[src/rtl/reorder_buffer.sv]
`timescale 1ns/1ps
// -----------------------------------------------------------------------------
// reorder_buffer
//   In-order reorder buffer that sits directly after Dispatch. It allocates up
//   to DISP_WIDTH entries per cycle in program order, marks entries done from
//   the per-FU completion ports, and retires up to DISP_WIDTH done entries per
//   cycle from the head. rob_full is back-pressure to Dispatch.
//
//   Optional feature: define ROB_FLUSH_EN to add the flush port. A flush
//   empties the buffer at the edge and overrides alloc/complete/retire.
//
// Ports
//   clk, rst        clock, synchronous active-high reset
//   alloc_valid     per-lane allocate request
//   alloc_dst_reg   per-lane destination register (packed, lane 0 in LSBs)
//   alloc_pc        per-lane PC (packed)
//   alloc_idx       per-lane ROB index handed out (combinational)
//   rob_full        fewer than DISP_WIDTH free entries
//   cmpl_valid      per-FU completion strobe
//   cmpl_idx        per-FU ROB index of the completing instruction
//   retire_valid    per-lane retire strobe (in order from head)
//   retire_dst_reg  destination register of each retiring entry
//   retire_pc       PC of each retiring entry
//   rob_count       occupied entries (registered)
//   flush           empty the buffer (ROB_FLUSH_EN builds only)
// -----------------------------------------------------------------------------
module reorder_buffer #(
    parameter int ROB_DEPTH  = 32,
    parameter int DISP_WIDTH = 2,
    parameter int NUM_FUS    = 4,
    parameter int REG_W      = 5,
    parameter int PC_W       = 32,
    localparam int IDX_W     = $clog2(ROB_DEPTH)
) (
    input  logic                        clk,
    input  logic                        rst,
`ifdef ROB_FLUSH_EN
    input  logic                        flush,
`endif
    input  logic [DISP_WIDTH-1:0]       alloc_valid,
    input  logic [DISP_WIDTH*REG_W-1:0] alloc_dst_reg,
    input  logic [DISP_WIDTH*PC_W-1:0]  alloc_pc,
    output logic [DISP_WIDTH*IDX_W-1:0] alloc_idx,
    output logic                        rob_full,
    input  logic [NUM_FUS-1:0]          cmpl_valid,
    input  logic [NUM_FUS*IDX_W-1:0]    cmpl_idx,
    output logic [DISP_WIDTH-1:0]       retire_valid,
    output logic [DISP_WIDTH*REG_W-1:0] retire_dst_reg,
    output logic [DISP_WIDTH*PC_W-1:0]  retire_pc,
    output logic [IDX_W:0]              rob_count
);

    localparam logic [IDX_W:0] ONE        = (IDX_W+1)'(1);
    // Full when ROB_DEPTH - count < DISP_WIDTH, i.e. count > ROB_DEPTH - DISP_WIDTH.
    localparam logic [IDX_W:0] FULL_LIMIT = (IDX_W+1)'(ROB_DEPTH - DISP_WIDTH);

    logic [IDX_W-1:0]      head, tail;
    logic [IDX_W:0]        count;
    logic [ROB_DEPTH-1:0]  valid, done;
    logic [REG_W-1:0]      dst_mem [ROB_DEPTH];
    logic [PC_W-1:0]       pc_mem  [ROB_DEPTH];

    logic [DISP_WIDTH-1:0] alloc_en;
    logic [IDX_W:0]        alloc_num, alloc_adv, ret_num;
    logic [IDX_W-1:0]      lane_idx [DISP_WIDTH];
    logic [IDX_W-1:0]      ret_idx  [DISP_WIDTH];
    logic                  ret_chain;

    assign rob_full  = count > FULL_LIMIT;
    assign rob_count = count;
    // Requests under full are dropped entirely; Dispatch is not allowed to make them.
    assign alloc_en  = rob_full ? '0 : alloc_valid;
    assign alloc_adv = rob_full ? '0 : alloc_num;

    // Lanes are packed: each requesting lane takes the next slot after the
    // lower requesting lanes, so a lone upper-lane request takes the tail.
    // NOTE: every always_comb output gets a default before any conditional
    // logic, so no path leaves a value held and no latch is inferred.
    always_comb begin
        alloc_num = '0;
        alloc_idx = '0;
        for (int i = 0; i < DISP_WIDTH; i++) begin
            lane_idx[i] = tail + alloc_num[IDX_W-1:0];
            alloc_idx[i*IDX_W +: IDX_W] = lane_idx[i];
            if (alloc_valid[i]) alloc_num = alloc_num + ONE;
        end
    end

    // Retire is strictly in order: lane i only retires if every lane below it does.
    always_comb begin
        ret_num        = '0;
        ret_chain      = 1'b1;
        retire_valid   = '0;
        retire_dst_reg = '0;
        retire_pc      = '0;
        for (int i = 0; i < DISP_WIDTH; i++) begin
            ret_idx[i] = head + IDX_W'(i);
            ret_chain  = ret_chain & valid[ret_idx[i]] & done[ret_idx[i]];
            retire_valid[i] = ret_chain;
            retire_dst_reg[i*REG_W +: REG_W] = dst_mem[ret_idx[i]];
            retire_pc[i*PC_W +: PC_W]        = pc_mem[ret_idx[i]];
            if (ret_chain) ret_num = ret_num + ONE;
        end
`ifdef ROB_FLUSH_EN
        if (flush) begin
            retire_valid = '0;
            ret_num      = '0;
        end
`endif
    end

    // Control state. Updates are ordered complete -> retire -> allocate so a
    // completion aimed at a slot allocated this same edge loses to the
    // allocation, which starts the entry with done=0.
    // NOTE: sequential state uses non-blocking assignments only, so every
    // read in this block sees the pre-edge value regardless of statement order.
    always_ff @(posedge clk) begin
        if (rst
`ifdef ROB_FLUSH_EN
            || flush
`endif
        ) begin
            head  <= '0;
            tail  <= '0;
            count <= '0;
            valid <= '0;
            done  <= '0;
        end else begin
            for (int f = 0; f < NUM_FUS; f++) begin
                if (cmpl_valid[f] && valid[cmpl_idx[f*IDX_W +: IDX_W]])
                    done[cmpl_idx[f*IDX_W +: IDX_W]] <= 1'b1;
            end
            for (int i = 0; i < DISP_WIDTH; i++) begin
                if (retire_valid[i]) begin
                    valid[ret_idx[i]] <= 1'b0;
                    done[ret_idx[i]]  <= 1'b0;
                end
            end
            for (int i = 0; i < DISP_WIDTH; i++) begin
                if (alloc_en[i]) begin
                    valid[lane_idx[i]] <= 1'b1;
                    done[lane_idx[i]]  <= 1'b0;
                end
            end
            head  <= head + ret_num[IDX_W-1:0];
            tail  <= tail + alloc_adv[IDX_W-1:0];
            count <= count + alloc_adv - ret_num;
        end
    end

    // NOTE: payload storage has no reset; an entry's payload is only ever
    // observed while its valid bit (which is reset) is set.
    always_ff @(posedge clk) begin
        for (int i = 0; i < DISP_WIDTH; i++) begin
            if (alloc_en[i]) begin
                dst_mem[lane_idx[i]] <= alloc_dst_reg[i*REG_W +: REG_W];
                pc_mem[lane_idx[i]]  <= alloc_pc[i*PC_W +: PC_W];
            end
        end
    end

    // Dispatch must honour rob_full.
    alloc_when_full_a: assert property (
        @(posedge clk) disable iff (rst) !(rob_full && (|alloc_valid))
    );

endmodule

[config.mk]
export PLATFORM = sky130hd
export DESIGN_NAME = reorder_buffer
export DESIGN_NICKNAME = d
export VERILOG_FILES = /design/src/rtl/reorder_buffer.sv
export SDC_FILE = /design/constraint.sdc
export NUM_CORES = 2
export LEC_CHECK = 0
export BUFFER_PORTS_ARGS = -buffer_cell sky130_fd_sc_hd__clkbuf_2
export CAP_MARGIN = 20
export CORE_MARGIN = 8
export CORE_UTILIZATION = 23
export CTS_CLUSTER_DIAMETER = 50
export DETAILED_ROUTE_END_ITERATION = 10
export SLEW_MARGIN = 15
export SYNTH_ARGS = -nofsm -noshare
export SYNTH_HDL_FRONTEND = slang
export SYNTH_SLANG_ARGS = --single-unit
[constraint.sdc]
create_clock -name clk -period 7.5 [get_ports clk]
set_input_delay 0.375 -clock clk [delete_from_list [all_inputs] [get_ports clk]]
set_output_delay 0.375 -clock clk [all_outputs]
set_load 0.01 [all_outputs]
==> qor.csv <==
metric,value,unit
pins over their slew limit,0,
Tcrit/Tclk final,93.5,%
initial core utilization,23.1,%
sequential power share,44.9,%
Post-DRT Antenna Nets,0,
Synth async-reset ratio,0,%
measured slew at the worst slew-check pin,1.26,ns
TritonCTS clock tree,done,
"FF+latch count, synth",1264,
VDD IR max,0.237,mV
Area after DPL,0.0817,sq mm
Post-Place Setup Slack,1.05,ns
number of CTS-inserted buffers,153,
Remaining DRCs,0,
die area,0.350,sq mm
Yosys cell types,92,
hold buffers post-CTS,0,
Site Rows,211,
Setup TNS Final,0,ns
Pwr per Cell Area,213,mW/mm^2
endpoints failing setup,0,
Clock power frac,40.5,%
post-layout util,26.3,%
CP max FO,59,
Crit path required time,7.12,ns
Die Span Y,592,um
synthesized area per cell,15.6,sq um
Worst-path clk slew,0.05,ns
layout cells sized above 1,51.3,%
Synth top area share,46.7,%
Sink Count,1264,
largest net degree at the start of global routing,139,
"wirelength, routed",312,mm
via count,51700,
fmax,143,MHz
synth cell count leaders,"edfxtp_1 (1184), mux2_2 (1156), mux4_2 (693)",
main flop type after synthesis,edfxtp_1,
Fin. Hold Viols,0,
initial antenna violation count,57,
Critical Path AT,6.64,ns
vias in the first global route,50800,
Seq. cell area,0.0372,sq mm
Crit. Startpoint,head[1]$_SDFF_PP0_,
max_slew headroom,16.2,%
initial drt markers,7537,
Clock Root Buffer,clkbuf_16,
number of buffers added on ports,194,
switching share of power,27.7,%
multi-input logic area,0.0368,sq mm
"Worst Path Class, Setup",flip-flop to output pin,
clock latency on the worst-skew pair,0.83,ns
Resize count post-CTS,0,
Synth Net Count,5014,
Comb pwr share,14.6,%
status,completed,
First-pass DRT Iterations,8,
Leak,26.2,nW
post-synthesis cell area,0.0762,sq mm
DR WL/cell,33.6,um
most common cell in the netlist,edfxtp_1,
HP Class,input pin to flip-flop,
CP endpoint kind,output pin,
Vias/cell,5.58,
Int Pwr,13.3,mW
Setup Skew,0.0296,ns
worst-case clock buffer depth,3,
Yosys warnings,0,
"Design Area, Final",0.0867,sq mm
"Seq/Total Area, Yosys",48.8,%
HP Start,rst,
GRT Util Overall,17.1,%
RSZ-0062 raised after global routing,false,
RD Place Congestion,0.921,
R2R Path Start,head[1]$_SDFF_PP0_,
post-synth top area cell,edfxtp_1,
startpoint types,flip-flop,
WHS,0.233,ns
"EDFF count, synth",1184,
CORE AREA,0.330,sq mm
area grow syn2layout,13.9,%
cell count after synthesis,4885,
Post-CTS Setup Repair Bufs,0,
"top cells by area, synth","edfxtp_1 (47%), mux4_2 (20%), mux2_2 (17%)",
HPWL Detailed,178,mm
Final min period,7.02,ns
Max Cap Violations,0,
htree depth,4,
Filler cells,33500,
Die X,592,um
setup ws final,0.484,ns
# IOs,195,
first-pass GRT wire length,423,mm
GR Overflow Total,0,
Sw Pwr,5.10,mW
post-layout net count,4884,
-- critical path, stage by stage, from the launching register on --
cell and delay [ns]:
dfxtp_4 0.99, inv_1 0.35, ha_4 0.99, buf_4 0.93, buf_4 0.87, mux4_2 0.43, mux4_2 0.47, nand2_1 0.13
nand2_1 0.25, clkbuf_2 0.22
-- per-layer routing --
layer / part of all wire [%] / up-vias / track usage, %
li1: - / 19900 / -
met1: 38 / 27300 / 21.4
met2: 46 / 3646 / 27.0
met3: 11 / 858 / 4.61
met4: 5.7 / 26 / 8.73
met5: 0.053 / - / 0
-- worst paths after layout --
kind,end,slack (ns),cells past startpoint
max,retire_pc[32],0.48,9
min,head[1]$_SDFF_PP0_,0.23,3
max reg2reg,rob_count[5]$_SDFF_PP0_,1.04,18
min reg2reg,valid[6]$_SDFF_PP0_,0.64,2
-- cells in the final DEF, fill, tap and decap left out, types with 30 or more instances in the layout --
cell	count
clkbuf_16	157
nand4_1	50
a22oi_1	152
nand2_1	176
mux2i_1	65
clkbuf_2	194
a21oi_1	61
mux2_1	30
inv_1	42
clkinv_1	33
nor2_1	57
edfxtp_1	1184
nand3_1	30
mux2_2	1156
mux4_2	693
buf_4	121
dfxtp_1	78
-- area by class of cell --
type | instances | area share [%]
flip-flops and latches | 1264 | 42.8
diodes | 20 | 0.0577
inverters | 53 | 0.238
clock inverters | 95 | 1.07
well taps | 4366 | 6.30
multi-input cells | 2957 | 42.5
clock buffers | 183 | 4.65
repair buffers | 326 | 2.39
-- stage by stage --
step                      power (mW)  cells
after floorplan                 9.86   4885
after global placement          11.1   8960
after detailed placement        11.1   8965
after CTS                       18.5   9243
after global routing            19.0   9251
final                           18.4   9264
-- sequential cells by signal (all words and copies together), names as in the netlist --
| register | count |
|---|---|
| head | 5 |
| valid | 32 |
| tail | 5 |
| rob_count | 6 |
| done | 32 |
| pc_mem | 1024 |
| dst_mem | 160 |
-- logic make-up (layout without fill, tap and decap cells) --
group	after synthesis	after routing	synth area share, %
XOR/XNOR	16	16	0.218
buffers and inverters	664	657	3.69
adder cells (fa/ha/maj)	27	27	0.483
AND/OR/NAND/NOR	515	515	3.47
flip-flops	1264	1264	48.8
other	0	20	0
AO/OA/AOI/OAI	454	454	4.47
multiplexers	1945	1945	38.9
-- power groups by stage --
stage	Clock [mW]	Sequential, mW	Combinational (mW)
after floorplan	0	8.34	1.51
after global placement	0	8.39	2.67
after detailed placement	0	8.41	2.71
after CTS	7.56	8.26	2.72
after global routing	7.83	8.29	2.84
final	7.48	8.28	2.69
Note: power is estimated with default switching activity, not from simulation.
